$ cat src/rtl/burst_addr_gen_if.sv
// burst_addr_gen_if: host/sequencer-facing signal bundle for the burst address generator.
interface burst_addr_if #(
  parameter int ADDR_W = 16,
  parameter int LEN_W  = 5
);
  logic              start;
  logic [1:0]        mode_sel;
  logic [ADDR_W-1:0] start_addr;
  logic [LEN_W-1:0]  burst_len;
  logic              beat_ack;
  logic              abort;
  logic              addr_sdo;
  logic              addr_sdo_valid;
  logic              addr_sdo_last;
  logic [ADDR_W-1:0] addr_q;
  logic [LEN_W-1:0]  beat_cnt;
  logic              busy;
  logic              done;
  logic              aborted;
  logic              err;
  modport master (
    output start, mode_sel, start_addr, burst_len, beat_ack, abort,
    input  addr_sdo, addr_sdo_valid, addr_sdo_last, addr_q, beat_cnt, busy, done, aborted, err
  );
  modport slave (
    input  start, mode_sel, start_addr, burst_len, beat_ack, abort,
    output addr_sdo, addr_sdo_valid, addr_sdo_last, addr_q, beat_cnt, busy, done, aborted, err
  );
endinterface

$ cat src/rtl/burst_addr_gen.sv
// burst_addr_gen: latches a burst request and shifts each beat address out MSB first,
// advancing per beat in SINGLE/INCR/WRAP/FIXED mode under a beat_ack handshake with abort.
module burst_addr_gen #(
  parameter int ADDR_W = 16,
  parameter int LEN_W  = 5,
  parameter int STRIDE = 1
) (
  input logic clk,
  input logic rst_n,
  burst_addr_if.slave bus
);
  typedef enum logic [1:0] {IDLE, SHIFT, WAIT, DONE} state_t;
  localparam logic [1:0] M_SINGLE = 2'd0;
  localparam logic [1:0] M_WRAP   = 2'd2;
  localparam logic [1:0] M_FIXED  = 2'd3;
  localparam int CNT_W = $clog2(ADDR_W + 1);
  state_t            state_q;
  logic [1:0]        mode_q;
  logic [LEN_W-1:0]  len_q;
  logic [ADDR_W-1:0] addr_q;
  logic [ADDR_W-1:0] sh_q;
  logic [CNT_W-1:0]  bit_q;
  logic [LEN_W-1:0]  beat_q;
  logic              sdo_q;
  logic              vld_q;
  logic              last_q;
  logic              busy_q;
  logic              done_q;
  logic              abt_q;
  logic              err_q;
  logic [LEN_W-1:0]  len_p1;
  logic              wrap_bad;
  logic [ADDR_W-1:0] mask;
  logic [ADDR_W-1:0] inc;
  logic [ADDR_W-1:0] addr_d;
  // WRAP needs a power-of-2 beat count; len & (len+1) is zero exactly then
  assign len_p1   = bus.burst_len + LEN_W'(1);
  assign wrap_bad = (bus.mode_sel == M_WRAP) && ((len_p1 & bus.burst_len) != '0);
  assign mask     = (ADDR_W'(len_q) + ADDR_W'(1)) * ADDR_W'(STRIDE) - ADDR_W'(1);
  assign inc      = addr_q + ADDR_W'(STRIDE);
  assign addr_d   = (mode_q == M_FIXED) ? addr_q :
                    (mode_q == M_WRAP)  ? ((addr_q & ~mask) | (inc & mask)) : inc;
  always_ff @(posedge clk or negedge rst_n) begin
    if (!rst_n) begin
      state_q <= IDLE;
      mode_q  <= '0;
      len_q   <= '0;
      addr_q  <= '0;
      sh_q    <= '0;
      bit_q   <= '0;
      beat_q  <= '0;
      sdo_q   <= 1'b0;
      vld_q   <= 1'b0;
      last_q  <= 1'b0;
      busy_q  <= 1'b0;
      done_q  <= 1'b0;
      abt_q   <= 1'b0;
      err_q   <= 1'b0;
    end else begin
      done_q <= 1'b0;
      abt_q  <= 1'b0;
      err_q  <= 1'b0;
      if (state_q != IDLE && bus.abort) begin
        state_q <= IDLE;
        sdo_q   <= 1'b0;
        vld_q   <= 1'b0;
        last_q  <= 1'b0;
        busy_q  <= 1'b0;
        abt_q   <= 1'b1;
      end else begin
        case (state_q)
          IDLE: begin
            if (bus.start && !bus.abort) begin
              if (wrap_bad) begin
                err_q <= 1'b1;
              end else begin
                state_q <= SHIFT;
                mode_q  <= bus.mode_sel;
                len_q   <= (bus.mode_sel == M_SINGLE) ? '0 : bus.burst_len;
                addr_q  <= bus.start_addr;
                sdo_q   <= bus.start_addr[ADDR_W-1];
                sh_q    <= bus.start_addr << 1;
                bit_q   <= '0;
                beat_q  <= '0;
                vld_q   <= 1'b1;
                last_q  <= (ADDR_W == 1);
                busy_q  <= 1'b1;
              end
            end
          end
          SHIFT: begin
            if (bit_q == CNT_W'(ADDR_W - 1)) begin
              state_q <= WAIT;
              sdo_q   <= 1'b0;
              vld_q   <= 1'b0;
              last_q  <= 1'b0;
            end else begin
              sdo_q  <= sh_q[ADDR_W-1];
              sh_q   <= sh_q << 1;
              bit_q  <= bit_q + CNT_W'(1);
              last_q <= (bit_q == CNT_W'(ADDR_W - 2));
            end
          end
          WAIT: begin
            if (bus.beat_ack) begin
              if (beat_q == len_q) begin
                state_q <= DONE;
                done_q  <= 1'b1;
              end else begin
                state_q <= SHIFT;
                beat_q  <= beat_q + LEN_W'(1);
                addr_q  <= addr_d;
                sdo_q   <= addr_d[ADDR_W-1];
                sh_q    <= addr_d << 1;
                bit_q   <= '0;
                vld_q   <= 1'b1;
                last_q  <= (ADDR_W == 1);
              end
            end
          end
          DONE: begin
            state_q <= IDLE;
            busy_q  <= 1'b0;
          end
        endcase
      end
    end
  end
  assign bus.addr_sdo       = sdo_q;
  assign bus.addr_sdo_valid = vld_q;
  assign bus.addr_sdo_last  = last_q;
  assign bus.addr_q         = addr_q;
  assign bus.beat_cnt       = beat_q;
  assign bus.busy           = busy_q;
  assign bus.done           = done_q;
  assign bus.aborted        = abt_q;
  assign bus.err            = err_q;
endmodule

$ cat src/flat_wrapper.sv
// flat-port wrapper written by rule: the top's interface ports become plain ports
module burst_addr_gen_flat 
#(
  parameter int ADDR_W = 16,
  parameter int LEN_W  = 5,
  parameter int STRIDE = 1
)
  (clk, rst_n, bus_start, bus_mode_sel, bus_start_addr, bus_burst_len, bus_beat_ack, bus_abort, bus_addr_sdo, bus_addr_sdo_valid, bus_addr_sdo_last, bus_addr_q, bus_beat_cnt, bus_busy, bus_done, bus_aborted, bus_err);
  burst_addr_if #(.ADDR_W(ADDR_W), .LEN_W(LEN_W)) bus_i ();
  input logic clk;
  input logic rst_n;
  input wire logic [$bits(bus_i.start)-1:0] bus_start;
  input wire logic [$bits(bus_i.mode_sel)-1:0] bus_mode_sel;
  input wire logic [$bits(bus_i.start_addr)-1:0] bus_start_addr;
  input wire logic [$bits(bus_i.burst_len)-1:0] bus_burst_len;
  input wire logic [$bits(bus_i.beat_ack)-1:0] bus_beat_ack;
  input wire logic [$bits(bus_i.abort)-1:0] bus_abort;
  output wire logic [$bits(bus_i.addr_sdo)-1:0] bus_addr_sdo;
  output wire logic [$bits(bus_i.addr_sdo_valid)-1:0] bus_addr_sdo_valid;
  output wire logic [$bits(bus_i.addr_sdo_last)-1:0] bus_addr_sdo_last;
  output wire logic [$bits(bus_i.addr_q)-1:0] bus_addr_q;
  output wire logic [$bits(bus_i.beat_cnt)-1:0] bus_beat_cnt;
  output wire logic [$bits(bus_i.busy)-1:0] bus_busy;
  output wire logic [$bits(bus_i.done)-1:0] bus_done;
  output wire logic [$bits(bus_i.aborted)-1:0] bus_aborted;
  output wire logic [$bits(bus_i.err)-1:0] bus_err;
  assign bus_i.start = bus_start;
  assign bus_i.mode_sel = bus_mode_sel;
  assign bus_i.start_addr = bus_start_addr;
  assign bus_i.burst_len = bus_burst_len;
  assign bus_i.beat_ack = bus_beat_ack;
  assign bus_i.abort = bus_abort;
  assign bus_addr_sdo = bus_i.addr_sdo;
  assign bus_addr_sdo_valid = bus_i.addr_sdo_valid;
  assign bus_addr_sdo_last = bus_i.addr_sdo_last;
  assign bus_addr_q = bus_i.addr_q;
  assign bus_beat_cnt = bus_i.beat_cnt;
  assign bus_busy = bus_i.busy;
  assign bus_done = bus_i.done;
  assign bus_aborted = bus_i.aborted;
  assign bus_err = bus_i.err;
  burst_addr_gen #(.ADDR_W(ADDR_W), .LEN_W(LEN_W), .STRIDE(STRIDE)) u_core (.clk(clk), .rst_n(rst_n), .bus(bus_i));
endmodule
$ cat config.mk
export PLATFORM = sky130hd
export DESIGN_NAME = burst_addr_gen_flat
export DESIGN_NICKNAME = d
export VERILOG_FILES = /design/src/rtl/burst_addr_gen_if.sv /design/src/rtl/burst_addr_gen.sv /design/src/flat_wrapper.sv
export SDC_FILE = /design/constraint.sdc
export NUM_CORES = 1
export LEC_CHECK = 0
export BUFFER_PORTS_ARGS = -buffer_cell sky130_fd_sc_hd__buf_2
export CORE_MARGIN = 2
export CORE_UTILIZATION = 50
export CTS_CLUSTER_DIAMETER = 150
export CTS_CLUSTER_SIZE = 20
export DETAILED_ROUTE_END_ITERATION = 12
export GPL_TIMING_DRIVEN = 1
export PLACE_DENSITY = 0.75
export REMOVE_ABC_BUFFERS = 1
export SYNTH_ARGS = -nofsm -noshare
export SYNTH_HDL_FRONTEND = slang
export SYNTH_SLANG_ARGS = --single-unit
$ cat constraint.sdc
create_clock -name clk -period 3.3 [get_ports clk]
set_clock_uncertainty 0.05 [all_clocks]
set_input_delay 0.33 -clock clk [delete_from_list [all_inputs] [get_ports clk]]
set_output_delay 0.33 -clock clk [all_outputs]
set_load 0.005 [all_outputs]
==> flow_summary.toml, run 1 <==
[outcome]
outcome = "finished, final reports clean"

[yosys]
syn_inst = 451
synthFlopType = "dfrtp_1"
ys_seq_elements = 57
synthDistinctLibCells = 62
synth_seq_area_share_pct = 37.5
async_flop_share_pct = 100
yosysWarnings = 0
syn_avg_cell_area_um2 = 8.43
syn_area_um2 = 3800
synth_edf_count = 0

[floorplanning]
row_count = 31
fp.dieH_um = 91.2
fp.dieW_um = 91.2
die_area_um2 = 8320
core_um2 = 7290
ioPinCount = 56
floorplan.initialDensity_pct = 52.1

[power_and_ir_drop]
finalPower_w = 0.00416
switchingPower_w = 0.00193
seqPwrFrac_pct = 32.7
p_comb_share_pct = 53.4
powerDensity_nw_per_um2 = 965
ir_drop_uv = 483
pwr-share-clk_pct = 13.9
power_leakage_nw = 1.91
p_sw_share_pct = 46.4
power.internal_w = 0.00223

[clock_tree]
htree_levels = 3
clk_pin_slew_ps = 60
cts_tree = "yes"
clock_sinks = 57
cts_root_buffer = "clkbuf_8"
clockBufferDepth = 2
cts_made_buffers = 9
cts_setup_buffers = 0
clk_latency_ps = 350

[sta]
fmax_mhz = 340
layout_worst_path_cycle_share_pct = 89.0
slew_headroom_pct = 45.5
worst_pin_slew_ps = 812
slew_viol_final = 0
timing.final.crit_period_ps = 2940
rsz0062_at_grt = "false"
setup_violations = 0
hold_viol = 0

[setup_path]
end_kind = "register"
arrival_ps = 3110
startpoint_type = "register"
cpMaxStageDelayCell = "or4b_1"
worst-r2r-cell-count = 10
crit_type = "reg -> reg"
cp.buffers_inverters = 0
path_delay_family = "simple AND/OR/NAND/NOR gates"
max_stage_delay_ps = 500
critPathMaxFanout = 10
required_ps = 3470
cp_cell_sequence = "ha_1 -> or4b_1 -> o32a_2 -> nor2_1 -> ha_1 -> nand2_1 -> nand2_1 -> xnor2_1 -> a221oi_1 -> o21ai_0"
path_depth = 10

[grt]
grtUsageMet1_pct = 33.3
antenna_found_initial = 0
grt_util_met3_pct = 3.82
use_met2_pct = 40.8
top_usage_layer = "met2"
gr-total-overflow = 0
grt_pass1_vias = 3467
grt_first_pass_wirelength_um = 17000
grt_util_all_layers_pct = 25.4
grt_start_max_net_pins = 58

[detailed_routing]
ant_nets = 0
routed_wl_um = 10200
routedWlPerCell_um = 17.1
firstDrtPassIters = 5
drt_iter0_markers = 386
drc_errors = 0
vias = 3656
vias_per_cell = 6.10

[placed_design]
port_buffers = 55
place_inst = 584
hpwl_um = 6950
postPlaceCellArea_um2 = 4140
place.gp.congestion = 0.810

[worst_hold_path]
whs_path_depth = 2
hp-class = "in -> reg"

[job]
maxCapViolCount = 0

[finish]
drive_gt1_share_pct = 18.2
nets = 537
diodes = 0
fin_cells = 599
fin_area_um2 = 4310
area_growth_pct = 13.4
utilization_pct = 59.1
## sequential cells by signal (all words and copies together) (netlist names)
name and flops:
u_core.bus.addr_sdo_last 1, u_core.sh_q 15, u_core.mode_q 2, u_core.bus.addr_q 16
u_core.state_q 2, u_core.bus.beat_cnt 5, u_core.bit_q 5, u_core.bus.addr_sdo_valid 1
u_core.bus.done 1, u_core.bus.aborted 1, u_core.len_q 5, u_core.bus.addr_sdo 1
u_core.bus.err 1, u_core.bus.busy 1
## final cells by class
cell class              instances  area, µm²
clock buffers                  14        163
fillers                       675       2980
well taps                      99        124
repair buffers                 64        345
inverters                      17       63.8
multi-input cells             348       2190
flip-flops and latches         57       1430
## power groups by stage
stage	Combinational (W)	Sequential, W	Clock (W)
final	0.00222	0.00136	0.000579
after CTS	0.00220	0.00135	0.000591
after global placement	0.00212	0.00134	0
after floorplan	0.00153	0.00128	0
after global routing	0.00245	0.00141	0.000614
after detailed placement	0.00220	0.00136	0
## Yosys cell counts, types with 3 or more instances
library cell / n / area (µm²)
o31ai_1: 4 / 30.0
nand4_1: 5 / 31.3
xor2_1: 4 / 35.0
nand3b_1: 3 / 22.5
a2bb2oi_1: 9 / 78.8
nand2b_1: 13 / 81.3
o41ai_1: 3 / 26.3
ha_1: 12 / 150
nor3_1: 4 / 20.0
xnor2_1: 14 / 123
or3_1: 6 / 37.5
dfrtp_1: 57 / 1430
inv_1: 16 / 60.1
and3_1: 7 / 43.8
o211a_1: 3 / 30.0
buf_2: 8 / 40.0
o21ai_0: 48 / 240
nand3_1: 16 / 80.1
nand2_1: 65 / 244
and2_1: 8 / 50.1
o22ai_1: 11 / 68.8
a221oi_1: 7 / 61.3
a21oi_1: 30 / 150
clkbuf_1: 19 / 71.3
nor2b_1: 5 / 31.3
mux2i_1: 6 / 60.1
nor2_1: 21 / 78.8
mux2_2: 3 / 33.8
## metal layers
layer	vias up	routed length, µm
met5	-	0
met2	148	4970
li1	1718	-
met4	0	271
met3	29	516
met1	1761	4460
## kinds of logic after synthesis
kind of cell	Yosys count	synth area share (%)
AOI/OAI and AO/OA	145	25.4
xor gates and xnor gates	18	4.15
adders and majority gates	12	3.95
buffers and inverters	46	5.10
DFF	57	37.5
muxes	9	2.47
and+or+nand+nor	164	21.4
## final timing paths
path	startpoint	to	slack [ps]
min	bus_beat_ack	u_core.bus.done$_DFF_PN0_	160
max in group asynchronous	rst_n	u_core.bus.addr_q[8]$_DFFE_PN0P_	1870
min reg2reg	u_core.bit_q[4]$_DFFE_PN0P_	u_core.bus.addr_sdo_last$_DFFE_PN0P_	420
min in group asynchronous	rst_n	u_core.state_q[0]$_DFFE_PN0P_	440
max reg2reg	u_core.len_q[0]$_DFFE_PN0P_	u_core.sh_q[6]$_DFFE_PN0P_	360
max	u_core.len_q[0]$_DFFE_PN0P_	u_core.sh_q[6]$_DFFE_PN0P_	360
## per-stage QoR
stage / setup TNS (ps) / worst slack, ps / hold slack (ps)
6_report: 0 / 362 / 159
3_5_place_dp: 0 / 393 / 294
5_1_grt: 0 / 180 / 181
4_1_cts: 0 / 372 / 151
3_3_place_gp: 0 / 510 / 290
2_1_floorplan: -12090 / -765 / -15.6
## placed cells by master (no fill, tap or decap), types with 13 or more instances in the layout
master	count
xnor2_1	14
nand2b_1	13
nand3_1	16
o21ai_0	48
nand2_1	65
nor2_1	21
a21oi_1	29
buf_2	55
inv_1	16
dfrtp_1	57
## repair_timing
item,CTS,global route
resized for setup,0,0
endpoints found under the hold margin,22,0
hold buffers,1,0
No activity file was read; power rests on OpenSTA's default activity.
==> inputs of run 2 (changes only) <==
ABC_AREA = 1   (was unset)
SLEW_MARGIN = 20   (was unset)
==> run 2 against run 1 <==
Synthesized area decreased by 1.3%. Final area about the same. Count of clock-buffer cells in the layout unchanged. Flip-flop and latch count did not move. Sequential share of layout area about the same. Power increased by 2.8%. Via count grew 2.2%. Critical path type unchanged. Largest cell class unchanged.
==> flow_summary.toml, run 2 <==
[grt]
grt_first_pass_wirelength_um = 16600
grt_util_all_layers_pct = 25.1
antenna_found_initial = 0
grt_start_max_net_pins = 38
grt_pass1_vias = 3583
gr-total-overflow = 0

[setup_path]
end_kind = "register"
required_ps = 3540
cpMostUsedCell = "nand2_1"
cp.buffers_inverters = 2
path_delay_family = "simple AND/OR/NAND/NOR gates"
arrival_ps = 2860
crit_type = "reg -> reg"
worst-r2r-cell-count = 9
cp_cell_sequence = "inv_1 -> ha_1 -> a21oi_1 -> nand3_4 -> nor2_4 -> inv_2 -> nor2_1 -> nand2_1 -> nand2_1"
r2r_start = "u_core.state_q[1]$_DFFE_PN0P_"
path_depth = 9
timing.rr.end = "u_core.sh_q[10]$_DFFE_PN0P_"
max_stage_delay_ps = 480
startpoint_type = "register"
critPathMaxFanout = 21
startpoint = "u_core.state_q[1]$_DFFE_PN0P_"
rrSetupSlack_ps = 680
cpMaxStageDelayCell = "ha_1"
crit_end = "u_core.sh_q[10]$_DFFE_PN0P_"

[yosys]
synthDistinctLibCells = 40
syn_area_um2 = 3750
yosysWarnings = 0
syn_inst = 532
synthFlopType = "dfrtp_1"
synth_seq_area_share_pct = 38.0
synth_common_cells = "nand2_1, dfrtp_1, nand3_1, inv_1, nor2_1"
synth_top_area_share_pct = 38.0
yosysMostFrequentCell = "nand2_1"
synth_top_cell_by_area = "dfrtp_1"
syn_avg_cell_area_um2 = 7.06
ys_seq_elements = 57
synth_edf_count = 0
async_flop_share_pct = 100
yosys-top-cells-area = "dfrtp_1, nand2_1, nand3_1"

[floorplanning]
fp.dieW_um = 90.6
floorplan.initialDensity_pct = 51.8
core_um2 = 7250
die_area_um2 = 8220
fp.dieH_um = 90.6
row_count = 31
ioPinCount = 56

[power_and_ir_drop]
powerDensity_nw_per_um2 = 992
ir_drop_uv = 551
power_leakage_nw = 2.21

[sta]
fmax_mhz = 381
slew_viol_final = 0
rsz0062_at_grt = "false"
layout_worst_path_cycle_share_pct = 79.4
fin_tns_setup_ps = 0
setup_violations = 0
timing.final.crit_period_ps = 2620
worst_pin_slew_ps = 903
slew_headroom_pct = 39.5
hold_viol = 0

[detailed_routing]
routedWlPerCell_um = 14.4
drc_errors = 0
routed_wl_um = 9940
drt_iter0_markers = 237
firstDrtPassIters = 5
vias = 3735
ant_nets = 0
vias_per_cell = 5.42

[clock_tree]
cts_root_buffer = "clkbuf_8"
cts_made_buffers = 9
clk_latency_ps = 350
cts_hold_buf = 0
htree_levels = 3
cts_setup_buffers = 0
clock_sinks = 57
clockBufferDepth = 2
cts_tree = "yes"
clk_pin_slew_ps = 70
ctsResizeCount = 0

[finish]
diodes = 0
mostFrequentLayoutCells = "nand2_1, dfrtp_1, buf_2"
reg.largest.list = "u_core.bus.addr_q: 16 flops, u_core.sh_q: 15 flops"
drive_gt1_share_pct = 16.6
utilization_pct = 59.4
layout_commonest_cell = "nand2_1"
nets = 625
area_growth_pct = 14.8
max_flop_register = "u_core.bus.addr_q"
largest_register_ffs = 16

[placed_design]
place.gp.congestion = 0.939
hpwl_um = 7050
port_buffers = 55

[worst_hold_path]
hp-class = "in -> async"

[job]
maxCapViolCount = 0

[outcome]
outcome = "finished, final reports clean"
[run 2: cell count changes after synthesis, sizes merged, moves of 9 or more]
cell	delta
nand2	+111
nand3	+35
inv	+34
nor2	+29
clkbuf	-15
xnor2	-14
nand2b	-13
o21ai	-10
a2bb2oi	-9
[run 2: cell type report]
type                    count  area, µm²
fillers                   702       2950
multi-input cells         405       2030
flip-flops and latches     57       1430
repair buffers             60        313
inverters                  52        195
clock buffers              14        163
well taps                  99        124
clock inverters             2       60.1
[run 2: metrics by stage]
step | power, W | std cells | hold WS, ps | setup slack [ps] | cell area (µm²)
after global placement | 0.00339 | 673 | 406 | 697 | 4080
after detailed placement | 0.00346 | 673 | 414 | 595 | 4080
after CTS | 0.00423 | 689 | 94.6 | 567 | 4300
final | 0.00427 | 689 | 41.6 | 678 | 4310
after floorplan | 0.00276 | 514 | -15.6 | 636 | 3640
after global routing | 0.00462 | 689 | 109 | 519 | 4310
[run 2: cell families after synthesis]
logic type	count (synthesis)	share of synthesized area, %
flip-flops	57	38.0
AO/OA/AOI/OAI	87	13.7
adder cells (fa/ha/maj)	12	4.00
XOR/XNOR	2	0.467
AND/OR/NAND/NOR	304	35.7
buffers and inverters	70	8.13
[run 2: worst min-delay path by stage]
stage | start | to | slack, ps | cells after the start
floorplan | rst_n | u_core.bit_q[0]$_DFFE_PN0P_ | -20 | 0
global placement | u_core.bus.addr_sdo_valid$_DFFE_PN0P_ | u_core.bus.addr_sdo_valid$_DFFE_PN0P_ | 410 | 2
detailed placement | u_core.bus.addr_sdo_valid$_DFFE_PN0P_ | u_core.bus.addr_sdo_valid$_DFFE_PN0P_ | 410 | 2
CTS | rst_n | u_core.sh_q[6]$_DFFE_PN0P_ | 90 | 1
global route | rst_n | u_core.sh_q[6]$_DFFE_PN0P_ | 110 | 1
finish | rst_n | u_core.sh_q[5]$_DFFE_PN0P_ | 40 | 1
[run 2: metal layers]
layer / share of wire (%) / global-route usage (%)
met1: 45 / 32.6
met4: 1.3 / 8.59
met2: 48 / 41.7
met5: 0 / 0
met3: 5.8 / 5.18
[run 2: power breakdown]
group | leakage (nW) | switching (W) | total [W] | internal, W
clock | 0.111 | 0.000299 | 0.000767 | 0.000468
sequential | 0.721 | 0.000290 | 0.00129 | 0.000997
combinational | 1.37 | 0.00146 | 0.00222 | 0.000754
==> inputs of run 3 (changes only) <==
PLACE_DENSITY = 0.78   (was 0.75)
clock period = 2.1 ns   (was 3.3 ns; I/O delays follow)
==> run 3 against run 2 <==
The run now ends with setup timing left. Register-to-register slack worse by 720 ps. Worst hold slack hardly changed. Largest power group unchanged. Non-clock buffer count increased by 29. Critical path type unchanged. Global-route usage is 1.6 points higher. Combinational power up 83%. Maximum frequency increased by 23%. Critical endpoint is now u_core.bus.addr_q[11]$_DFFE_PN0P_.
==> flow_summary.toml, run 3 (synthesized netlist as in run 2, its figures left out) <==
[sta]
slew_headroom_pct = 59.2
slew_viol_final = 0
hold_viol = 0
setup_slack_ps = -38.8
rsz0062_at_grt = "true"
layout_worst_path_cycle_share_pct = 102
timing.final.crit_period_ps = 2140
fmax_mhz = 468
setup_violations = 11
worst_pin_slew_ps = 611

[finish]
fin_cells = 718
nets = 654
mostFrequentLayoutCells = "nand2_1, dfrtp_1, buf_2"
largest_register_ffs = 16
regArea_um2 = 1430
fin_area_um2 = 4640
layout_commonest_cell = "nand2_1"
num-fill-cells = 657
reg.largest.list = "u_core.bus.addr_q: 16 flops, u_core.sh_q: 15 flops"
max_flop_register = "u_core.bus.addr_q"
area_growth_pct = 23.7
drive_gt1_share_pct = 24.2
diodes = 0
multiInputGateArea_um2 = 2130
utilization_pct = 64.0

[clock_tree]
clk_pin_slew_ps = 70
htree_levels = 3
clk_latency_ps = 350
clockBufferDepth = 2
clock_sinks = 57
cts_tree = "yes"
cts_made_buffers = 9
cts_root_buffer = "clkbuf_8"

[job]
maxCapViolCount = 0

[setup_path]
crit_type = "reg -> reg"
arrival_ps = 2370
worst-r2r-cell-count = 16
end_kind = "register"
startpoint_type = "register"
required_ps = 2330
critPathMaxFanout = 8

[outcome]
violations = "setup timing"
outcome = "finished, violations left"

[detailed_routing]
drt_iter0_markers = 265
routedWlPerCell_um = 14.7
firstDrtPassIters = 5
drc_errors = 0
vias_per_cell = 5.52
ant_nets = 0
vias = 3962
routed_wl_um = 10600

[power_and_ir_drop]
power_leakage_nw = 2.36
ir_drop_uv = 844
powerDensity_nw_per_um2 = 1540
finalPower_w = 0.00716

[grt]
grtUsageMet1_pct = 33.4
grt_first_pass_wirelength_um = 17400
grt_util_all_layers_pct = 26.7
top_usage_layer = "met2"
grt_start_max_net_pins = 24
grt_pass1_vias = 3811
gr-total-overflow = 0
grt_util_met3_pct = 5.59
antenna_found_initial = 0
use_met2_pct = 44.7

[floorplanning]
core_um2 = 7250
floorplan.initialDensity_pct = 51.8
row_count = 31
ioPinCount = 56
fp.dieW_um = 90.6
fp.dieH_um = 90.6
die_area_um2 = 8220

[placed_design]
hpwl_um = 7200
place_inst = 691
place.gp.congestion = 0.910
postPlaceCellArea_um2 = 4230
port_buffers = 55

[worst_hold_path]
hp-class = "in -> reg"
whs_path_depth = 3
## run 3: final cells by class
class	count	share of cell area, %
clock buffer	14	3.72
multi-input combinational	405	45.8
inverter	52	4.26
sequential	57	30.7
timing repair buffer	89	12.1
tap	99	2.67
clock inverter	2	0.754
## run 3: path summary, 6_finish.rpt
check	startpoint	to	slack [ps]
setup / recovery	u_core.len_q[1]$_DFFE_PN0P_	u_core.bus.addr_q[11]$_DFFE_PN0P_	-40
hold / removal	bus_start_addr[2]	u_core.bus.addr_q[2]$_DFFE_PN0P_	40
setup reg to reg	u_core.len_q[1]$_DFFE_PN0P_	u_core.bus.addr_q[11]$_DFFE_PN0P_	-40
hold reg to reg	u_core.bus.addr_sdo_valid$_DFFE_PN0P_	u_core.bus.addr_sdo_valid$_DFFE_PN0P_	420
max in group asynchronous	rst_n	u_core.bus.addr_sdo_last$_DFFE_PN0P_	1040
min in group asynchronous	rst_n	u_core.sh_q[7]$_DFFE_PN0P_	330
## run 3: layer usage
metal  up-vias  wire, µm
li1       1906         -
met1      1867      4540
met2       164      5070
met3        25       719
met4         0       240
met5         -         0
## run 3: report_power, final
group	leakage, nW	switching [W]	internal (W)
Clock	0.107	0.000457	0.000645
Combinational	1.53	0.00253	0.00153
Sequential	0.721	0.000432	0.00157
## run 3: worst max-delay path: stages, from the launching register on
cell and delay, ps:
dfrtp_1 420, ha_4 260, nor2_4 120, nand2_2 90
nor2_4 110, buf_4 110, buf_4 90, buf_4 90
buf_4 90, nand3_2 70, nand2_4 130, nand2_1 60
nand2_1 80, nand3_2 70, nand2_1 80, nand2_1 50
o21ai_1 70
## run 3: repair_timing
action / 4_1_cts / 5_1_grt
hold buffers: 1 / 0
setup buffers: 7 / 3
hold endpoints to repair: 21 / 0
pin swaps: 0 / 8
setup endpoints to repair: 4 / 24
resized for setup: 3 / 30
## run 3: metrics by stage
stage               hold WS (ps)  worst slack [ps]  setup TNS, ps
CTS                         38.1              -103           -902
finish                      42.1             -38.8           -173
global placement             176             -43.8          -68.7
floorplan                   -136              -564         -14380
global route                47.8              -213          -2050
detailed placement           183             -96.3           -202
